$ cat config.mk
export PLATFORM = sky130hd
export DESIGN_NAME = int_rst_ctrl
export DESIGN_NICKNAME = d
export VERILOG_FILES = /design/src/rtl/int_rst_ctrl.sv
export SDC_FILE = /design/constraint.sdc
export NUM_CORES = 1
export LEC_CHECK = 0
export CAP_MARGIN = 10
export CORE_MARGIN = 4
export CORE_UTILIZATION = 39
export DETAILED_ROUTE_END_ITERATION = 8
export PLACE_DENSITY = 0.89
export SETUP_SLACK_MARGIN = 0.3
export SLEW_MARGIN = 25
export SYNTH_ARGS = -nofsm -noshare
export SYNTH_HDL_FRONTEND = slang
export SYNTH_SLANG_ARGS = --single-unit
$ cat constraint.sdc
create_clock -name clk -period 4.1 [get_ports clk]
set_input_delay 0.615 -clock clk [delete_from_list [all_inputs] [get_ports clk]]
set_output_delay 0.615 -clock clk [all_outputs]
set_load 0.02 [all_outputs]
$ cat src/rtl/int_rst_ctrl.sv
// ---------------------------------------------------------------------------
// int_rst_ctrl
//   Multi-channel interrupt controller and reset sequencer for the pipelined
//   SCPU. It holds the CPU in reset for RST_HOLD clock edges after reset_n is
//   released. It collects interrupt requests from N_IRQ peripheral lines,
//   masks them and hands the highest-priority one (lowest index) to the CPU
//   over INT/int_id with an ack / end-of-interrupt handshake.
//
//   Optional build macro INT_LEVEL_EN:
//     undefined (default): pend bits are sticky and set on irq_in rising edges.
//                          They are cleared by PEND_CLR writes or by int_ack.
//     defined            : pend mirrors irq_in (registered) and nothing clears it.
//                          A source must drop its line before EOI.
//
// Ports
//   clk        in   system clock, rising edge
//   reset_n    in   asynchronous active-low reset
//   irq_in     in   [N_IRQ-1:0] interrupt sources, synchronous to clk
//   sel        in   device select from the address decoder
//   we         in   write enable, qualified by sel
//   addr       in   [1:0] word address: 0 PEND, 1 MASK, 2 PEND_CLR, 3 EOI/STAT
//   wdata      in   [31:0] write data
//   rdata      out  [31:0] read data, combinational from addr, 0 when sel=0
//   cpu_reset  out  active-high reset to the SCPU
//   INT        out  interrupt request to the SCPU
//   int_ack    in   one-cycle pulse: the CPU has taken the interrupt
//   int_id     out  [ID_W-1:0] channel being requested or serviced
// ---------------------------------------------------------------------------
module int_rst_ctrl #(
  parameter int N_IRQ    = 4,
  parameter int RST_HOLD = 3,
  parameter int ID_W     = 4
) (
  input  logic             clk,
  input  logic             reset_n,
  input  logic [N_IRQ-1:0] irq_in,
  input  logic             sel,
  input  logic             we,
  input  logic [1:0]       addr,
  input  logic [31:0]      wdata,
  output logic [31:0]      rdata,
  output logic             cpu_reset,
  output logic             INT,
  input  logic             int_ack,
  output logic [ID_W-1:0]  int_id
);

  typedef enum logic [1:0] {
    ST_HOLD = 2'd0,
    ST_IDLE = 2'd1,
    ST_REQ  = 2'd2,
    ST_SERV = 2'd3
  } state_e;

  localparam int                CNT_W     = (RST_HOLD > 1) ? $clog2(RST_HOLD) : 1;
  localparam logic [CNT_W-1:0]  HOLD_LAST = CNT_W'(RST_HOLD - 1);

  // Lowest set index wins (channel 0 has the highest priority).
  function automatic logic [ID_W-1:0] first_set(input logic [N_IRQ-1:0] v);
    logic [ID_W-1:0] idx;
    idx = {ID_W{1'b0}};
    for (int i = N_IRQ - 1; i >= 0; i--) begin
      if (v[i]) idx = ID_W'(i);
      else      idx = idx;
    end
    return idx;
  endfunction

  // One-hot channel mask for a channel number.
  function automatic logic [N_IRQ-1:0] id_to_mask(input logic [ID_W-1:0] id);
    logic [N_IRQ-1:0] m;
    for (int i = 0; i < N_IRQ; i++) m[i] = (id == ID_W'(i));
    return m;
  endfunction

  state_e           state_q,     state_d;
  logic [CNT_W-1:0] hold_cnt_q,  hold_cnt_d;
  logic             cpu_reset_q, cpu_reset_d;
  logic             int_q,       int_d;
  logic [ID_W-1:0]  int_id_q,    int_id_d;
  logic [N_IRQ-1:0] pend_q,      pend_d;
  logic [N_IRQ-1:0] mask_q,      mask_d;
  logic [N_IRQ-1:0] irq_d_q;

  logic             bus_wr_s, mask_wr_s, clr_wr_s, eoi_wr_s;
  logic             ack_take_s;
  logic [N_IRQ-1:0] req_s;
  logic [31:0]      rdata_s;
  logic             unused_s;

  // Bus writes are ignored while the CPU is still held in reset.
  assign bus_wr_s  = sel & we & (state_q != ST_HOLD);
  assign mask_wr_s = bus_wr_s & (addr == 2'd1);
  assign clr_wr_s  = bus_wr_s & (addr == 2'd2);
  assign eoi_wr_s  = bus_wr_s & (addr == 2'd3);
  assign req_s     = pend_q & mask_q;

  // Controller next state: reset hold, request, service handshake.
  always_comb begin
    state_d     = state_q;
    hold_cnt_d  = hold_cnt_q;
    cpu_reset_d = cpu_reset_q;
    int_d       = int_q;
    int_id_d    = int_id_q;
    ack_take_s  = 1'b0;
    case (state_q)
      ST_HOLD: begin
        int_d = 1'b0;
        if (hold_cnt_q == HOLD_LAST) begin
          cpu_reset_d = 1'b0;
          state_d     = ST_IDLE;
        end else begin
          hold_cnt_d = hold_cnt_q + CNT_W'(1);
        end
      end
      ST_IDLE: begin
        if (req_s != {N_IRQ{1'b0}}) begin
          state_d  = ST_REQ;
          int_d    = 1'b1;
          int_id_d = first_set(req_s);
        end else begin
          int_d = 1'b0;
        end
      end
      ST_REQ: begin
        if (int_ack) begin
          // int_id_q is the channel the CPU saw; keep it for the service phase.
          ack_take_s = 1'b1;
          int_d      = 1'b0;
          state_d    = ST_SERV;
        end else if (req_s == {N_IRQ{1'b0}}) begin
          int_d   = 1'b0;
          state_d = ST_IDLE;
        end else begin
          int_d    = 1'b1;
          int_id_d = first_set(req_s);
        end
      end
      ST_SERV: begin
        int_d = 1'b0;
        if (eoi_wr_s) state_d = ST_IDLE;
        else          state_d = ST_SERV;
      end
      default: begin
        state_d     = ST_HOLD;
        hold_cnt_d  = {CNT_W{1'b0}};
        cpu_reset_d = 1'b1;
        int_d       = 1'b0;
      end
    endcase
  end

  // Pending and mask register next state.
  always_comb begin
`ifdef INT_LEVEL_EN
    pend_d = irq_in & ~{N_IRQ{cpu_reset_q}};
`else
    // A new edge wins over both a bus clear and an ack clear of the same bit.
    if (state_q != ST_HOLD) begin
      pend_d = (pend_q
                & ~(clr_wr_s   ? wdata[N_IRQ-1:0]     : {N_IRQ{1'b0}})
                & ~(ack_take_s ? id_to_mask(int_id_q) : {N_IRQ{1'b0}}))
               | (irq_in & ~irq_d_q);
    end else begin
      pend_d = pend_q;
    end
`endif
    if (mask_wr_s) mask_d = wdata[N_IRQ-1:0];
    else           mask_d = mask_q;
  end

  // State and output registers.
  always_ff @(posedge clk or negedge reset_n) begin
    if (!reset_n) begin
      state_q     <= ST_HOLD;
      hold_cnt_q  <= {CNT_W{1'b0}};
      cpu_reset_q <= 1'b1;
      int_q       <= 1'b0;
      int_id_q    <= {ID_W{1'b0}};
      pend_q      <= {N_IRQ{1'b0}};
      mask_q      <= {N_IRQ{1'b0}};
      irq_d_q     <= {N_IRQ{1'b0}};
    end else begin
      state_q     <= state_d;
      hold_cnt_q  <= hold_cnt_d;
      cpu_reset_q <= cpu_reset_d;
      int_q       <= int_d;
      int_id_q    <= int_id_d;
      pend_q      <= pend_d;
      mask_q      <= mask_d;
      irq_d_q     <= irq_in;
    end
  end

  // Register read mux.
  always_comb begin
    rdata_s = 32'd0;
    if (sel) begin
      case (addr)
        2'd0:    rdata_s = 32'(pend_q);
        2'd1:    rdata_s = 32'(mask_q);
        2'd2:    rdata_s = 32'd0;
        2'd3:    rdata_s = (32'(state_q) << 4'd8) | 32'(int_id_q);
        default: rdata_s = 32'd0;
      endcase
    end else begin
      rdata_s = 32'd0;
    end
  end

`ifdef INT_LEVEL_EN
  assign unused_s = ^{wdata, irq_d_q, ack_take_s, clr_wr_s};
`else
  assign unused_s = ^wdata[31:N_IRQ];
`endif

  assign rdata     = rdata_s;
  assign cpu_reset = cpu_reset_q;
  assign INT       = int_q;
  assign int_id    = int_id_q;

endmodule

==> results of run 1 <==
-- cell families after synthesis --
| family | synth area share (%) |
|---|---|
| AO/OA/AOI/OAI | 9.90 |
| XOR/XNOR | 0.707 |
| adder cells (fa/ha/maj) | 1.01 |
| buffers and inverters | 19.9 |
| flip-flops | 40.5 |
| multiplexers | 9.60 |
| other | 0.303 |
| AND/OR/NAND/NOR | 18.1 |
-- area by class of cell --
| cell class | instances | area, µm² |
|---|---|---|
| well taps | 44 | 55.1 |
| repair buffers | 24 | 240 |
| flip-flops and latches | 20 | 502 |
| multi-input cells | 92 | 592 |
| fillers | 289 | 1620 |
| inverters | 3 | 11.3 |
| clock buffers | 4 | 36.3 |
-- routing by layer --
| layer | global-route usage (%) | share of wire (%) | up-vias |
|---|---|---|---|
| met2 | 19.1 | 50 | 33 |
| met4 | 4.75 | 0.76 | 0 |
| met5 | 0 | 0 | - |
| met3 | 3.16 | 8.4 | 2 |
| li1 | - | - | 404 |
| met1 | 12.2 | 41 | 394 |
-- stage by stage --
step           util (%)  hold slack [ns]
6_report           47.0            0.463
3_5_place_dp       45.9            0.452
3_3_place_gp       45.9            0.426
4_1_cts            47.0            0.474
5_1_grt            47.0            0.482
2_1_floorplan         -            0.319
-- cell usage after synthesis (2+ instances only) --
master	instances	area (µm²)
buf_4	30	225
dfrtp_1	19	475
nand2_1	7	26.3
mux2_2	6	67.6
nor2_1	6	22.5
a21oi_1	5	25.0
mux2i_1	4	40.0
inv_1	3	11.3
nor3b_1	3	22.5
a22oi_1	2	15.0
a31o_2	2	17.5
and4_1	2	17.5
buf_2	2	10.0
nand4_1	2	12.5
nor2b_1	2	12.5
nor4b_4	2	47.6
o21ai_0	2	10.0
-- sequential cells by signal, summed over array words and instances (netlist names) --
name	count
cpu_reset	1
mask_q	4
INT	1
state_q	2
hold_cnt_q	2
pend_q	4
irq_d_q	4
int_id	2
-- power groups by stage --
stage                     clock [µW]  combinational [µW]  sequential (µW)
after floorplan                    0                 199              302
after global placement             0                 243              312
after detailed placement           0                 250              313
after CTS                        112                 251              309
after global routing             122                 274              320
final                            109                 249              310
-- worst max path at each step --
stage | startpoint | endpoint | slack, ns | cells past startpoint
floorplan | addr[1] | rdata[1] | 2.07 | 4
finish | addr[1] | rdata[1] | 1.0 | 5
detailed placement | addr[1] | rdata[1] | 0.98 | 5
global placement | addr[1] | rdata[1] | 1.02 | 5
global route | addr[1] | rdata[1] | 0.89 | 5
CTS | addr[1] | rdata[1] | 0.98 | 5
==> impl_metrics.env, run 1 <==
export IMPL_track_usage_pct=10.9
export IMPL_finalHoldViolations=0
export IMPL_async_reset_ff_share_pct=100
export IMPL_peakVddDrop_mv=0.144
export IMPL_layout_common_cells="conb_1 (28), clkdlybuf4s50_1 (24), dfrtp_1 (19)"
export IMPL_r2r_end="mask_q[2]"
export IMPL_wire_per_inst_um=11.9
export IMPL_grt_overflow=0
export IMPL_clk_latency_ns=0.29
export IMPL_die_width_um=64.4
export IMPL_status="finished clean"
export IMPL_crit_buf_inv=2
export IMPL_area_growth_pct=16.0
export IMPL_hold_end="pend_q[1]"
export IMPL_htree_levels=1
export IMPL_synth_avg_cell_area_um2=10.3
export IMPL_nets=188
export IMPL_antenna_cells=0
export IMPL_drtAntennaViolNets=0
export IMPL_grt_pass1_wl_um=3500
export IMPL_synthCells=120
export IMPL_ys_flop_type="dfrtp_1"
export IMPL_syn_cell_area_mm2=0.00124
export IMPL_cts_buffers=3
export IMPL_cpMaxStageDelayCell="clkdlybuf4s50_1"
export IMPL_design_portCount=81
export IMPL_p_leak_uw=0.000611
export IMPL_pwr_share_comb_pct=37.2
export IMPL_yosys_warnings=0
export IMPL_reg2reg_depth=3
export IMPL_post_cts_buffers=0
export IMPL_layout_drive_gt1_share_pct=11.2
export IMPL_setup_tns_ns=0
export IMPL_hp_class="reg2reg"
export IMPL_hold_depth=1
export IMPL_hp_start="irq_d_q[1]"
export IMPL_clock_path_buffers=2
export IMPL_netSwitchingPower_uw=245
export IMPL_post_route_drc_count=0
export IMPL_fin_crit_ns=3.10
export IMPL_postCtsHoldBufs=0
export IMPL_clock_sinks=20
export IMPL_cts_resized_gates=0
export IMPL_cpMostUsedCell="clkdlybuf4s50_1"
export IMPL_antenna_found_initial=0
export IMPL_synth_cell_types=38
export IMPL_post_drt_via_cell_ratio=4.45
export IMPL_cts_tree="built"
export IMPL_design_area_mm2=0.00144
export IMPL_grt_setup_unrepaired="false"
export IMPL_drt_total_wl_um=2230
export IMPL_die_h_um=64.4
export IMPL_switching_share_pct=36.7
export IMPL_tightestPinTransition_ns=0.846
export IMPL_initial_core_util_pct=40.6
export IMPL_io_buffers=24
export IMPL_maxSlewHeadroom_pct=43.4
export IMPL_dp_slack_ns=0.984
export IMPL_slew_viol_final=0
export IMPL_r2r_slack_ns=2.51
export IMPL_skew_ns=0.00340
export IMPL_path_clk_slew_ns=0.11
export IMPL_critPathArrivalTime_ns=2.49
export IMPL_dr_pass1_iters=4
export IMPL_drt_first_iter_violations=37
export IMPL_p_int_uw=423
export IMPL_grt_max_degree=21
export IMPL_crit_chain="clkdlybuf4s50_1 -> mux2_2 -> a22oi_1 -> nor2b_1 -> clkdlybuf4s50_1"
export IMPL_instances_no_fill=187
export IMPL_startpoint_type="primary input"
export IMPL_layout_cells_most_common="conb_1"
export IMPL_grt_pass1_vias=785
export IMPL_p_seq_share_pct=46.5
export IMPL_ys_ff_latch=20
export IMPL_reg2reg_from="state_q[0]"
export IMPL_core_area_mm2=0.00305
export IMPL_drv_cap=0
export IMPL_cp_top_family="buffers and inverters"
export IMPL_setup_viol=0
export IMPL_place_gp_congestion=0.812
export IMPL_crit_required_ns=3.48
export IMPL_vias=833
export IMPL_ctsRootBufferMaster="clkbuf_4"
export IMPL_critPathMaxStageDelay_ns=0.68
export IMPL_clkPwrFrac_pct=16.3
export IMPL_cp_max_fo=9
export IMPL_fin_ws_ns=0.996
export IMPL_fmax_ghz=0.322
export IMPL_num_rows=20
export IMPL_cp_end_kind="output pin"
export IMPL_place_area_mm2=0.00140
export IMPL_critPathKind="in2out"
export IMPL_dieArea_mm2=0.00414
export IMPL_dp_hpwl_um=1770
export IMPL_p_total_uw=668
export IMPL_synth_enable_flop_cells=0
export IMPL_post_place_cells=183
export IMPL_min_period_over_period_pct=75.7
export IMPL_seq_area_frac_synth_pct=40.5
export IMPL_powerDensity_mw_per_mm2=465
No activity file was read; power rests on OpenSTA's default activity.
==> run 2: changes to the inputs <==
--- a/config.mk
+++ b/config.mk
@@ -7,9 +7,9 @@
 export LEC_CHECK = 0
 export CAP_MARGIN = 10
 export CORE_MARGIN = 4
-export CORE_UTILIZATION = 39
+export CORE_UTILIZATION = 32
 export DETAILED_ROUTE_END_ITERATION = 8
-export PLACE_DENSITY = 0.89
+export PLACE_DENSITY = 0.78
 export SETUP_SLACK_MARGIN = 0.3
 export SLEW_MARGIN = 25
 export SYNTH_ARGS = -nofsm -noshare
==> constraint.sdc (replaced) <==
create_clock -name clk -period 2.85 [get_ports clk]
set_input_delay 0.4275 -clock clk [delete_from_list [all_inputs] [get_ports clk]]
set_output_delay 0.4275 -clock clk [all_outputs]
set_load 0.02 [all_outputs]
==> run 2 against run 1 <==
Net effect:
- die area is 19% higher
- clock-buffer cell count stayed put
- clock skew is 0.0054 ns higher
- global-route usage is 0.88 points lower
- utilization is 7.3 points lower
- largest cell class unchanged
==> impl_metrics.env, run 2 (synthesis results as in run 1) <==
export IMPL_status="finished clean"
export IMPL_finalHoldViolations=0
export IMPL_clock_path_buffers=2
export IMPL_num_rows=22
export IMPL_reg2reg_from="state_q[1]"
export IMPL_r2r_end="mask_q[0]"
export IMPL_io_buffers=24
export IMPL_post_route_drc_count=0
export IMPL_r2r_slack_ns=1.27
export IMPL_design_portCount=81
export IMPL_wire_per_inst_um=12.6
export IMPL_slew_viol_final=0
export IMPL_final_core_util_pct=39.8
export IMPL_vias=850
export IMPL_core_area_mm2=0.00369
export IMPL_powerDensity_mw_per_mm2=679
export IMPL_skew_ns=0.00884
export IMPL_drt_total_wl_um=2430
export IMPL_dr_pass1_iters=6
export IMPL_initial_core_util_pct=33.6
export IMPL_fillers=369
export IMPL_antenna_cells=0
export IMPL_p_leak_uw=0.000673
export IMPL_crit_required_ns=2.42
export IMPL_cts_buffers=3
export IMPL_endpoint="rdata[8]"
export IMPL_ctsRootBufferMaster="clkbuf_8"
export IMPL_area_growth_pct=18.4
export IMPL_grt_overflow=0
export IMPL_cts_tree="built"
export IMPL_grt_pass1_wl_um=3920
export IMPL_fmax_ghz=0.422
export IMPL_fin_crit_ns=2.37
export IMPL_drv_cap=0
export IMPL_setup_tns_ns=0
export IMPL_setup_viol=0
export IMPL_antenna_found_initial=0
export IMPL_cp_end_kind="output pin"
export IMPL_startpoint_type="primary input"
export IMPL_die_h_um=70.2
export IMPL_post_drt_via_cell_ratio=4.40
export IMPL_critPathKind="in2out"
export IMPL_peakVddDrop_mv=0.167
export IMPL_clk_latency_ns=0.26
export IMPL_layout_cells_most_common="conb_1"
export IMPL_min_period_over_period_pct=83.2
export IMPL_layout_common_cells="conb_1 (28), dfrtp_1 (19), clkdlybuf4s50_1 (19)"
export IMPL_htree_levels=1
export IMPL_clock_sinks=20
export IMPL_grt_max_degree=21
export IMPL_nets=190
export IMPL_grt_setup_unrepaired="false"
export IMPL_place_gp_congestion=0.810
export IMPL_reg_top3="irq_d_q (4), mask_q (4), pend_q (4)"
export IMPL_track_usage_pct=10.0
export IMPL_drtAntennaViolNets=0
export IMPL_drt_first_iter_violations=44
export IMPL_critPathArrivalTime_ns=1.94
export IMPL_post_cts_buffers=0
export IMPL_crit_start="addr[1]"
export IMPL_reg2reg_depth=3
export IMPL_dieArea_mm2=0.00493
export IMPL_postCtsHoldBufs=0
export IMPL_layout_drive_gt1_share_pct=12.4
export IMPL_grt_pass1_vias=822
export IMPL_dp_hpwl_um=1910
export IMPL_path_clk_slew_ns=0.08
export IMPL_die_width_um=70.2
export IMPL_hp_class="in2async"
export IMPL_cp_max_fo=6
## run 2: cell types whose count changed in the layout (fill, tap and decap cells not counted), sizes merged
cell,before,now
buf,0,3
clkdlybuf4s50,24,19
dlygate4sd2,0,1
dlymetal6s2s,0,3
## run 2: worst min path at each step
stage	cells past startpoint	startpoint	slack, ns	endpoint
2_1_floorplan	0	reset_n	0.13	INT
3_3_place_gp	1	irq_d_q[1]	0.43	pend_q[1]
3_5_place_dp	1	irq_d_q[1]	0.43	pend_q[1]
4_1_cts	1	irq_d_q[1]	0.44	pend_q[1]
5_1_grt	1	reset_n	0.14	mask_q[2]
6_report	1	reset_n	0.1	pend_q[0]
## run 2: cell type report
type,count,area (µm²),share of cell area [%]
multi-input cells,92,592,40.4
flip-flops and latches,20,502,34.2
repair buffers,26,256,17.5
well taps,48,60.1,4.10
clock buffers,4,45.0,3.07
inverters,3,11.3,0.768
## run 2: critical path, cell delays in order
cell and delay, ns:
clkdlybuf4s50_1 0.54, buf_4 0.18, and4_1 0.19, clkdlybuf4s50_1 0.60
## run 2: stage by stage
step | instances | setup slack (ns) | hold slack, ns | total power [µW] | area [µm²]
after floorplan | 147 | 1.19 | 0.132 | 720 | 1340
after global placement | 189 | 0.296 | 0.428 | 806 | 1420
after detailed placement | 189 | 0.295 | 0.434 | 816 | 1420
after CTS | 193 | 0.304 | 0.445 | 1010 | 1460
after global routing | 193 | 0.390 | 0.142 | 1070 | 1470
final | 193 | 0.478 | 0.0987 | 996 | 1470
## run 2: power breakdown
part | internal [µW] | switching, µW | total [µW]
registers | 358 | 89.7 | 448
logic | 171 | 184 | 355
clock network | 99.6 | 94.1 | 194
## run 2: timing repair
| action | in CTS | in global routing |
|---|---|---|
| setup endpoints to repair | 1 | 3 |
| gates resized for setup | 1 | 3 |
| hold endpoints to repair | 0 | 0 |
| gates cloned | 0 | 0 |
## run 2: per-layer routing
metal | GRT usage (%) | routed length, µm | vias up
li1 | - | - | 408
met1 | 12.8 | 1020 | 400
met2 | 15.5 | 1160 | 37
met3 | 3.02 | 207 | 5
met4 | 4.47 | 44 | 0
met5 | 0 | 0 | -
==> run 3: changes to the inputs <==
--- a/config.mk
+++ b/config.mk
@@ -7,9 +7,9 @@
 export LEC_CHECK = 0
 export CAP_MARGIN = 10
 export CORE_MARGIN = 4
-export CORE_UTILIZATION = 32
+export CORE_UTILIZATION = 36
 export DETAILED_ROUTE_END_ITERATION = 8
-export PLACE_DENSITY = 0.78
+export PLACE_DENSITY = 0.83
 export SETUP_SLACK_MARGIN = 0.3
 export SLEW_MARGIN = 25
 export SYNTH_ARGS = -nofsm -noshare
==> constraint.sdc (replaced) <==
create_clock -name clk -period 2.5 [get_ports clk]
set_input_delay 0.375 -clock clk [delete_from_list [all_inputs] [get_ports clk]]
set_output_delay 0.375 -clock clk [all_outputs]
set_load 0.02 [all_outputs]
==> run 3 against run 2 <==
Net effect:
- sequential power up 14%
- register-to-register slack worse by 0.39 ns
- final cell count down 0.52%
- largest cell class unchanged
- largest power group unchanged
- clock-buffer cell count unchanged
- via count up 2.6%
- hold slack better by 0.29 ns
- critical path type unchanged
- sequential cell count unchanged
- sequential share of layout area up 0.41 points
- critical path depth up 1
==> impl_metrics.env, run 3 (synthesis results as in run 1) <==
export IMPL_status="finished clean"
export IMPL_track_usage_pct=11.3
export IMPL_grt_pass1_wl_um=3800
export IMPL_grt_setup_unrepaired="false"
export IMPL_place_area_mm2=0.00143
export IMPL_path_clk_slew_ns=0.11
export IMPL_grt_overflow=0
export IMPL_place_gp_congestion=0.794
export IMPL_cp_end_kind="output pin"
export IMPL_layout_cells_most_common="conb_1"
export IMPL_critPathArrivalTime_ns=1.69
export IMPL_cts_tree="built"
export IMPL_htree_levels=1
export IMPL_dieArea_mm2=0.00444
export IMPL_initial_core_util_pct=37.1
export IMPL_reg_top3="irq_d_q (4), mask_q (4), pend_q (4)"
export IMPL_grt_max_degree=21
export IMPL_design_portCount=81
export IMPL_layout_drive_gt1_share_pct=14.4
export IMPL_skew_ns=0.00453
export IMPL_ctsRootBufferMaster="clkbuf_4"
export IMPL_nets=191
export IMPL_setup_tns_ns=0
export IMPL_cts_resized_gates=6
export IMPL_post_cts_buffers=0
export IMPL_powerDensity_mw_per_mm2=763
export IMPL_peakVddDrop_mv=0.170
export IMPL_drtAntennaViolNets=0
export IMPL_p_int_uw=688
export IMPL_slew_viol_final=0
export IMPL_clock_sinks=20
export IMPL_clkPwrFrac_pct=17.3
export IMPL_fillers=335
export IMPL_antenna_cells=0
export IMPL_io_buffers=24
export IMPL_hp_class="in2async"
export IMPL_startpoint_type="primary input"
export IMPL_cts_buffers=3
export IMPL_min_period_over_period_pct=82.6
export IMPL_fin_crit_ns=2.06
export IMPL_switching_share_pct=37.8
export IMPL_die_h_um=66.7
export IMPL_clock_path_buffers=2
export IMPL_critPathKind="in2out"
export IMPL_fmax_ghz=0.485
export IMPL_setup_viol=0
export IMPL_crit_required_ns=2.12
export IMPL_finalHoldViolations=0
export IMPL_num_rows=21
export IMPL_postCtsHoldBufs=0
export IMPL_drt_first_iter_violations=67
export IMPL_p_leak_uw=0.000652
export IMPL_post_route_drc_count=0
export IMPL_pwr_share_comb_pct=36.5
export IMPL_dr_pass1_iters=4
export IMPL_netSwitchingPower_uw=418
export IMPL_area_growth_pct=17.0
export IMPL_r2r_slack_ns=0.88
export IMPL_die_width_um=66.7
export IMPL_drt_total_wl_um=2390
export IMPL_post_drt_via_cell_ratio=4.54
export IMPL_grt_pass1_vias=817
export IMPL_holdWs_ns=0.391
export IMPL_antenna_found_initial=0
export IMPL_cp_max_fo=7
export IMPL_dp_hpwl_um=1840
export IMPL_vias=872
export IMPL_drv_cap=0
export IMPL_layout_common_cells="conb_1 (28), dfrtp_1 (19), clkdlybuf4s50_1 (17)"
export IMPL_core_area_mm2=0.00334
export IMPL_design_area_mm2=0.00145
export IMPL_wire_per_inst_um=12.4
export IMPL_clk_latency_ns=0.31
export IMPL_p_seq_share_pct=46.2
-- run 3: changes by cell type in the layout (fill, tap and decap cells not counted), sizes merged --
| cell | change |
|---|---|
| dlygate4sd2 | +3 |
| clkbuf | +2 |
| clkdlybuf4s50 | -2 |
| dlymetal6s2s | -2 |
-- run 3: power by group through the flow --
stage	clock network, µW	registers [µW]	logic, µW
after floorplan	0	495	326
after global placement	0	513	403
after detailed placement	0	518	414
after CTS	197	511	408
after global routing	205	529	452
final	192	511	403
-- run 3: layer usage --
metal  GRT usage (%)  vias to the layer above  part of all wire [%]
li1                -                      413                     -
met2            17.9                       45                    48
met1            14.3                      409                    43
met5               0                        -                     0
met3            2.19                        5                   7.5
met4            6.35                        0                   2.1
-- run 3: final timing paths --
kind | startpoint | end | cells after the start
setup / recovery | addr[1] | rdata[2] | 5
hold / removal | reset_n | int_id[1] | 2
setup reg to reg | state_q[1] | mask_q[2] | 3
hold reg to reg | irq_d_q[1] | pend_q[1] | 1
max in group asynchronous | reset_n | cpu_reset | 2
min in group clk | irq_d_q[1] | pend_q[1] | 1
-- run 3: critical path, cell delays in order --
cell	delay (ns)
clkdlybuf4s50_1	0.46
buf_4	0.19
or2b_1	0.24
nor2_1	0.10
dlygate4sd2_1	0.34
-- run 3: final cells by class --
type | count | area (µm²) | area share (%)
multi-input combinational | 92 | 592 | 40.8
sequential | 20 | 502 | 34.6
timing repair buffer | 27 | 250 | 17.3
tap | 46 | 57.6 | 3.97
clock buffer | 4 | 36.3 | 2.50
inverter | 3 | 11.3 | 0.777
-- run 3: metrics by stage --
stage	power (µW)	setup WS (ns)	util, %	cells
2_1_floorplan	820	0.947	-	147
3_3_place_gp	916	0.0921	42.7	188
3_5_place_dp	932	0.0565	42.7	188
4_1_cts	1120	0.278	43.6	192
5_1_grt	1190	0.350	43.4	192
6_report	1110	0.436	43.4	192
